--- src/rtl/pipe_hz_pkg.sv ---
// pipe_hz_pkg: shared stage record type and forwarding constants for pipe_hazard_ctrl.
package pipe_hz_pkg;
    localparam int REC_AW = 8;
    localparam int FWD_DEPTH_MAX = 4;
    localparam int FWD_RF = 0;

    // rd is sized for the widest supported register file; narrower addresses are zero-extended.
    typedef struct packed {
        logic              valid;
        logic [REC_AW-1:0] rd;
        logic              regwrite;
        logic              memread;
    } stage_rec_t;

    function automatic logic wr_cap(input stage_rec_t r);
        return r.valid & r.regwrite & (r.rd != '0);
    endfunction
endpackage

--- src/rtl/hz_fwd_sel.sv ---
// hz_fwd_sel: picks the nearest post-EX stage whose pending write matches one source register.
module hz_fwd_sel
    import pipe_hz_pkg::*;
#(
    parameter int DEPTH  = 2,
    parameter int FSEL_W = $clog2(DEPTH + 1)
) (
    input  stage_rec_t        rec_i [DEPTH],
    input  logic [REC_AW-1:0] src_i,
    output logic [FSEL_W-1:0] sel_o
);
    // rec_i[j] is stage j+1; scanning from the far end lets the nearest match win.
    always_comb begin
        sel_o = FSEL_W'(FWD_RF);
        for (int k = DEPTH; k >= 1; k--)
            if (wr_cap(rec_i[k-1]) && rec_i[k-1].rd == src_i) sel_o = FSEL_W'(k);
    end
endmodule

--- src/rtl/pipe_hazard_ctrl.sv ---
// pipe_hazard_ctrl: stall/flush/forward control with an internal in-flight destination shift register.
// Optional perf counters are built when PIPE_HZ_PERF_EN is defined.
module pipe_hazard_ctrl
    import pipe_hz_pkg::*;
#(
    parameter int REG_AW    = 5,
    parameter int FWD_DEPTH = 2,
    parameter int BR_STAGE  = 2,
    parameter int CNT_W     = 16,
    parameter int FSEL_W    = $clog2(FWD_DEPTH + 1)
) (
    input  logic              clk_i,
    input  logic              rst_i,
    input  logic              id_valid_i,
    input  logic [REG_AW-1:0] id_rs_i,
    input  logic [REG_AW-1:0] id_rt_i,
    input  logic              id_uses_rt_i,
    input  logic [REG_AW-1:0] id_rd_i,
    input  logic              id_regwrite_i,
    input  logic              id_memread_i,
    input  logic              br_taken_i,
    output logic [FSEL_W-1:0] ex_fwd_a_o,
    output logic [FSEL_W-1:0] ex_fwd_b_o,
    output logic              pc_write_o,
    output logic              ifid_write_o,
    output logic              ifid_flush_o,
    output logic              bubble_o,
    output logic [BR_STAGE-1:0] kill_o,
    output logic [CNT_W-1:0]  stall_cnt_o,
    output logic [CNT_W-1:0]  flush_cnt_o
);
    stage_rec_t        rec_q [FWD_DEPTH+1];
    stage_rec_t        rec_d [FWD_DEPTH+1];
    stage_rec_t        fwd_rec [FWD_DEPTH];
    logic [REG_AW-1:0] ex_rs_q, ex_rt_q;
    logic              load_use;

    assign load_use = id_valid_i & rec_q[0].valid & rec_q[0].memread & (rec_q[0].rd != '0) &
                      ((rec_q[0].rd == REC_AW'(id_rs_i)) |
                       (id_uses_rt_i & (rec_q[0].rd == REC_AW'(id_rt_i))));

    // A taken branch flushes everything younger, so it takes precedence over a load-use stall.
    assign pc_write_o   = br_taken_i | ~load_use;
    assign ifid_write_o = br_taken_i | ~load_use;
    assign ifid_flush_o = br_taken_i;
    assign bubble_o     = br_taken_i | load_use;
    assign kill_o       = {BR_STAGE{br_taken_i}};

    always_comb begin
        rec_d[0] = '{valid: id_valid_i & ~bubble_o, rd: REC_AW'(id_rd_i),
                     regwrite: id_regwrite_i, memread: id_memread_i};
        for (int k = 1; k <= FWD_DEPTH; k++) begin
            rec_d[k] = rec_q[k-1];
            if (br_taken_i && k < BR_STAGE) rec_d[k].valid = 1'b0;
        end
        for (int k = 0; k < FWD_DEPTH; k++) fwd_rec[k] = rec_q[k+1];
    end

    always_ff @(posedge clk_i) begin
        if (rst_i) begin
            for (int k = 0; k <= FWD_DEPTH; k++) rec_q[k] <= '0;
            ex_rs_q <= '0;
            ex_rt_q <= '0;
        end else begin
            rec_q   <= rec_d;
            ex_rs_q <= id_rs_i;
            ex_rt_q <= id_rt_i;
        end
    end

    hz_fwd_sel #(.DEPTH(FWD_DEPTH), .FSEL_W(FSEL_W)) u_fwd_a (
        .rec_i (fwd_rec),
        .src_i (REC_AW'(ex_rs_q)),
        .sel_o (ex_fwd_a_o)
    );

    hz_fwd_sel #(.DEPTH(FWD_DEPTH), .FSEL_W(FSEL_W)) u_fwd_b (
        .rec_i (fwd_rec),
        .src_i (REC_AW'(ex_rt_q)),
        .sel_o (ex_fwd_b_o)
    );

`ifdef PIPE_HZ_PERF_EN
    logic [CNT_W-1:0] stall_cnt_q, stall_cnt_d, flush_cnt_q, flush_cnt_d;

    always_comb begin
        stall_cnt_d = (load_use && !br_taken_i && stall_cnt_q != '1) ? stall_cnt_q + CNT_W'(1) : stall_cnt_q;
        flush_cnt_d = (br_taken_i && flush_cnt_q != '1) ? flush_cnt_q + CNT_W'(1) : flush_cnt_q;
    end

    always_ff @(posedge clk_i) begin
        if (rst_i) begin
            stall_cnt_q <= '0;
            flush_cnt_q <= '0;
        end else begin
            stall_cnt_q <= stall_cnt_d;
            flush_cnt_q <= flush_cnt_d;
        end
    end

    assign stall_cnt_o = stall_cnt_q;
    assign flush_cnt_o = flush_cnt_q;
`else
    assign stall_cnt_o = '0;
    assign flush_cnt_o = '0;
`endif
endmodule
--- config.mk ---
export PLATFORM = sky130hd
export DESIGN_NAME = pipe_hazard_ctrl
export DESIGN_NICKNAME = d
export VERILOG_FILES = /design/src/rtl/pipe_hz_pkg.sv /design/src/rtl/hz_fwd_sel.sv /design/src/rtl/pipe_hazard_ctrl.sv
export SDC_FILE = /design/constraint.sdc
export NUM_CORES = 1
export LEC_CHECK = 0
export CAP_MARGIN = 20
export CORE_ASPECT_RATIO = 1.5
export CORE_MARGIN = 2
export CORE_UTILIZATION = 35
export CTS_CLUSTER_DIAMETER = 80
export DETAILED_ROUTE_END_ITERATION = 12
export GPL_TIMING_DRIVEN = 0
export HOLD_SLACK_MARGIN = 0.02
export PLACE_DENSITY = 0.74
export REMOVE_ABC_BUFFERS = 1
export SLEW_MARGIN = 20
export SYNTH_ARGS = -nofsm -noshare
export SYNTH_HDL_FRONTEND = slang
export SYNTH_SLANG_ARGS = --single-unit
--- constraint.sdc ---
create_clock -name clk_i -period 1.8 [get_ports clk_i]
set_input_delay 0.36 -clock clk_i [delete_from_list [all_inputs] [get_ports clk_i]]
set_output_delay 0.36 -clock clk_i [all_outputs]
set_load 0.05 [all_outputs]
==> impl_metrics.tcl <==
set metrics [dict create \
    outcome "complete, but fails checks" \
    violations "setup timing" \
    drive_above_1_share_pct 24.5 \
    grt_overflow 0 \
    grt_usage_pct 11.2 \
    cp-start-kind "register" \
    synth_xor_area_share_pct 16.9 \
    synthSimpleGateAreaFrac_pct 20.6 \
    wl_um 2560 \
    drc 0 \
    rrSetupSlack_ps 590 \
    critical_path_arrival_ps 1760 \
    core_um2 4250 \
    tightest_slew_ps 528 \
    fin_ws_ps -318 \
    grt_max_degree 32 \
    die-area_um2 4990 \
    diodes 0 \
    final.setup_skew_ps 3.84 \
    io_buffer_count 31 \
    layout_worst_path_cycle_share_pct 118 \
    synth_top_family_by_area "simple AND/OR/NAND/NOR gates" \
    drv_slew 0 \
    r2r_start "rec_d[14]$_SDFF_PP0_" \
    ys_warn_count 0 \
    start_util_pct 36.5 \
    required_ps 1440 \
    clk_latency_ps 280 \
    fp-row-count 29 \
    yosysSeqAreaShare_pct 41.3 \
    synth_fa_ha_area_share_pct 0 \
    io_pins 64 \
    cp-endpoint "ex_fwd_b_o[1]" \
    ff2ff_path_depth 6 \
    cts_made_buffers 5 \
    grt_pass1_vias 984 \
    rsz0062_at_grt "true" \
    dr_total_vias 1007 \
    clkTransAtPathRegs_ps 60 \
    cts_tree "yes" \
    ys.flop_type "dfxtp_1" \
    wire_per_inst_um 10.6 \
    fillCellCount 404 \
    rr_endpoint "rec_q[32]$_SDFF_PP0_" \
    root_buffer "clkbuf_8" \
    cts_hold_buf 0 \
    synthMuxAreaShare_pct 0 \
    hpwl_um 1850 \
    clock_path_buffers 2 \
    first_iter_violations 4 \
    cts_sinks 32 \
    cp-end-kind "primary output" \
    die_y_um 85.5 \
    grt_antenna_before_repair 0 \
    avgViaCountPerCell 4.16 \
    power.total_uw 1710 \
    relSlewSlack_pct 64.8 \
    pwr_density_cell_nw_per_um2 844 \
    htreeDepth 2 \
    synthCells 161 \
    hold_class "reg2reg" \
    synth-compound-area-share_pct 2.82 \
    p_leak_uw 0.000857 \
    hold_violations 0 \
    synth.cell_area_um2 1550 \
    place_congestion 0.835 \
    firstDrtPassIters 4 \
    synth_enable_flop_cells 0 \
    crit_fanout 2 \
    finalNetCount 218 \
    critPathLaunch "fwd_rec[17]$_SDFF_PP0_" \
    max-vdd-ir-drop_mv 0.593 \
    min_period_ps 2120 \
    path_class "reg2out" \
    fmax_mhz 472 \
    ys_async_sr_fraction_pct 0 \
    ys_seq_elements 32 \
    die_w_um 58.4 \
    setup_viol 6 \
    place_area_um2 1750 \
    drv_cap 0 \
    postRouteAntennaNets 0 \
    ys_types 22 \
    grt_pass1_wl_um 4110 \
    postSynthAreaPerCell_um2 9.64 \
    area_growth_pct 30.6 \
    final_design_area_no_fill_um2 2030 \
    whs_ps 444 \
]
how the worst min path moves through the flow:
stage	from	slack [ps]	endpoint	depth (start not counted)
after floorplan	rec_d[12]$_SDFF_PP0_	410	fwd_rec[12]$_SDFF_PP0_	1
after global placement	rec_d[12]$_SDFF_PP0_	420	fwd_rec[12]$_SDFF_PP0_	1
after detailed placement	rec_d[12]$_SDFF_PP0_	430	fwd_rec[12]$_SDFF_PP0_	1
after CTS	rec_d[12]$_SDFF_PP0_	450	fwd_rec[12]$_SDFF_PP0_	1
after global routing	rec_d[12]$_SDFF_PP0_	460	fwd_rec[12]$_SDFF_PP0_	1
final	rec_d[12]$_SDFF_PP0_	440	fwd_rec[12]$_SDFF_PP0_	1
repair_timing:
action                                  CTS  global route
pin swaps                                16             6
setup buffers                             3             2
gates resized for setup                  96             9
endpoints found under the setup margin   10             7
cell usage in the layout, fill, tap and decap left out, types with 5 or more instances in the layout:
cell	count
nor2b_1	30
xnor2_1	14
clkbuf_8	7
dlygate4sd2_1	7
dfxtp_1	23
clkdlybuf4s50_1	10
conb_1	32
xor2_1	10
buf_6	7
nand3_1	5
dfxtp_4	5
buf_4	5
xnor2_2	6
cells by family (layout without fill, tap and decap cells):
kind of cell              Yosys count  count (layout)
AOI/OAI and AO/OA                   6               6
xor gates and xnor gates           30              30
buffers and inverters              39              43
DFF                                32              32
other                               1              32
and+or+nand+nor                    53              53
worst max-delay path, stage by stage (launching register included):
cell and delay [ps]:
dfxtp_2 320, or4_4 540, o211ai_4 240, nor4_4 70
nor3_2 130, buf_6 180
cell usage after synthesis, drive strengths merged (2+ instances only):
| cell type | number | area share (%) |
|---|---|---|
| buf | 36 | 17 |
| dfxtp | 32 | 41 |
| nor2b | 30 | 12 |
| xnor2 | 20 | 11 |
| xor2 | 10 | 5.6 |
| nand3 | 6 | 1.9 |
| nor3 | 5 | 2.3 |
| clkbuf | 3 | 0.73 |
| nand2 | 3 | 0.73 |
| a21oi | 2 | 0.65 |
| nor2 | 2 | 0.48 |
| nor4 | 2 | 0.81 |
| o211ai | 2 | 1.3 |
| or4 | 2 | 0.97 |
flip-flops by register name (all words and copies together), names as in the netlist:
register	count
ex_rt_q	5
fwd_rec	14
rec_d	7
rec_q	1
ex_rs_q	5
report_power, final:
part | switching (µW) | internal [µW]
Combinational | 241 | 116
Sequential | 31.7 | 738
Clock | 243 | 340
area by class of cell:
| cell class | instances | area (µm²) | share of cell area, % |
|---|---|---|---|
| Clock buffer | 7 | 96.3 | 4.76 |
| Multi-Input combinational cell | 121 | 861 | 42.5 |
| Sequential cell | 32 | 664 | 32.8 |
| Tap cell | 46 | 57.6 | 2.84 |
| Timing Repair Buffer | 36 | 347 | 17.1 |
per-stage QoR:
stage	TNS (ps)	util, %	setup WS [ps]	std cells
after floorplan	-4500	-	-1300	153
after global routing	-1610	47.7	-400	242
after detailed placement	-6780	41.3	-875	230
after CTS	-1240	46.9	-372	240
final	-1140	47.7	-318	242
after global placement	-6360	41.3	-887	230
per-layer routing:
| metal | part of all wire, % | vias to the layer above | track usage (%) |
|---|---|---|---|
| li1 | - | 514 | - |
| met1 | 34 | 436 | 10.0 |
| met2 | 55 | 47 | 19.7 |
| met3 | 7.6 | 10 | 3.47 |
| met4 | 4.0 | 0 | 9.09 |
| met5 | 0 | - | 0 |
Note: power is estimated with default switching activity, not from simulation.
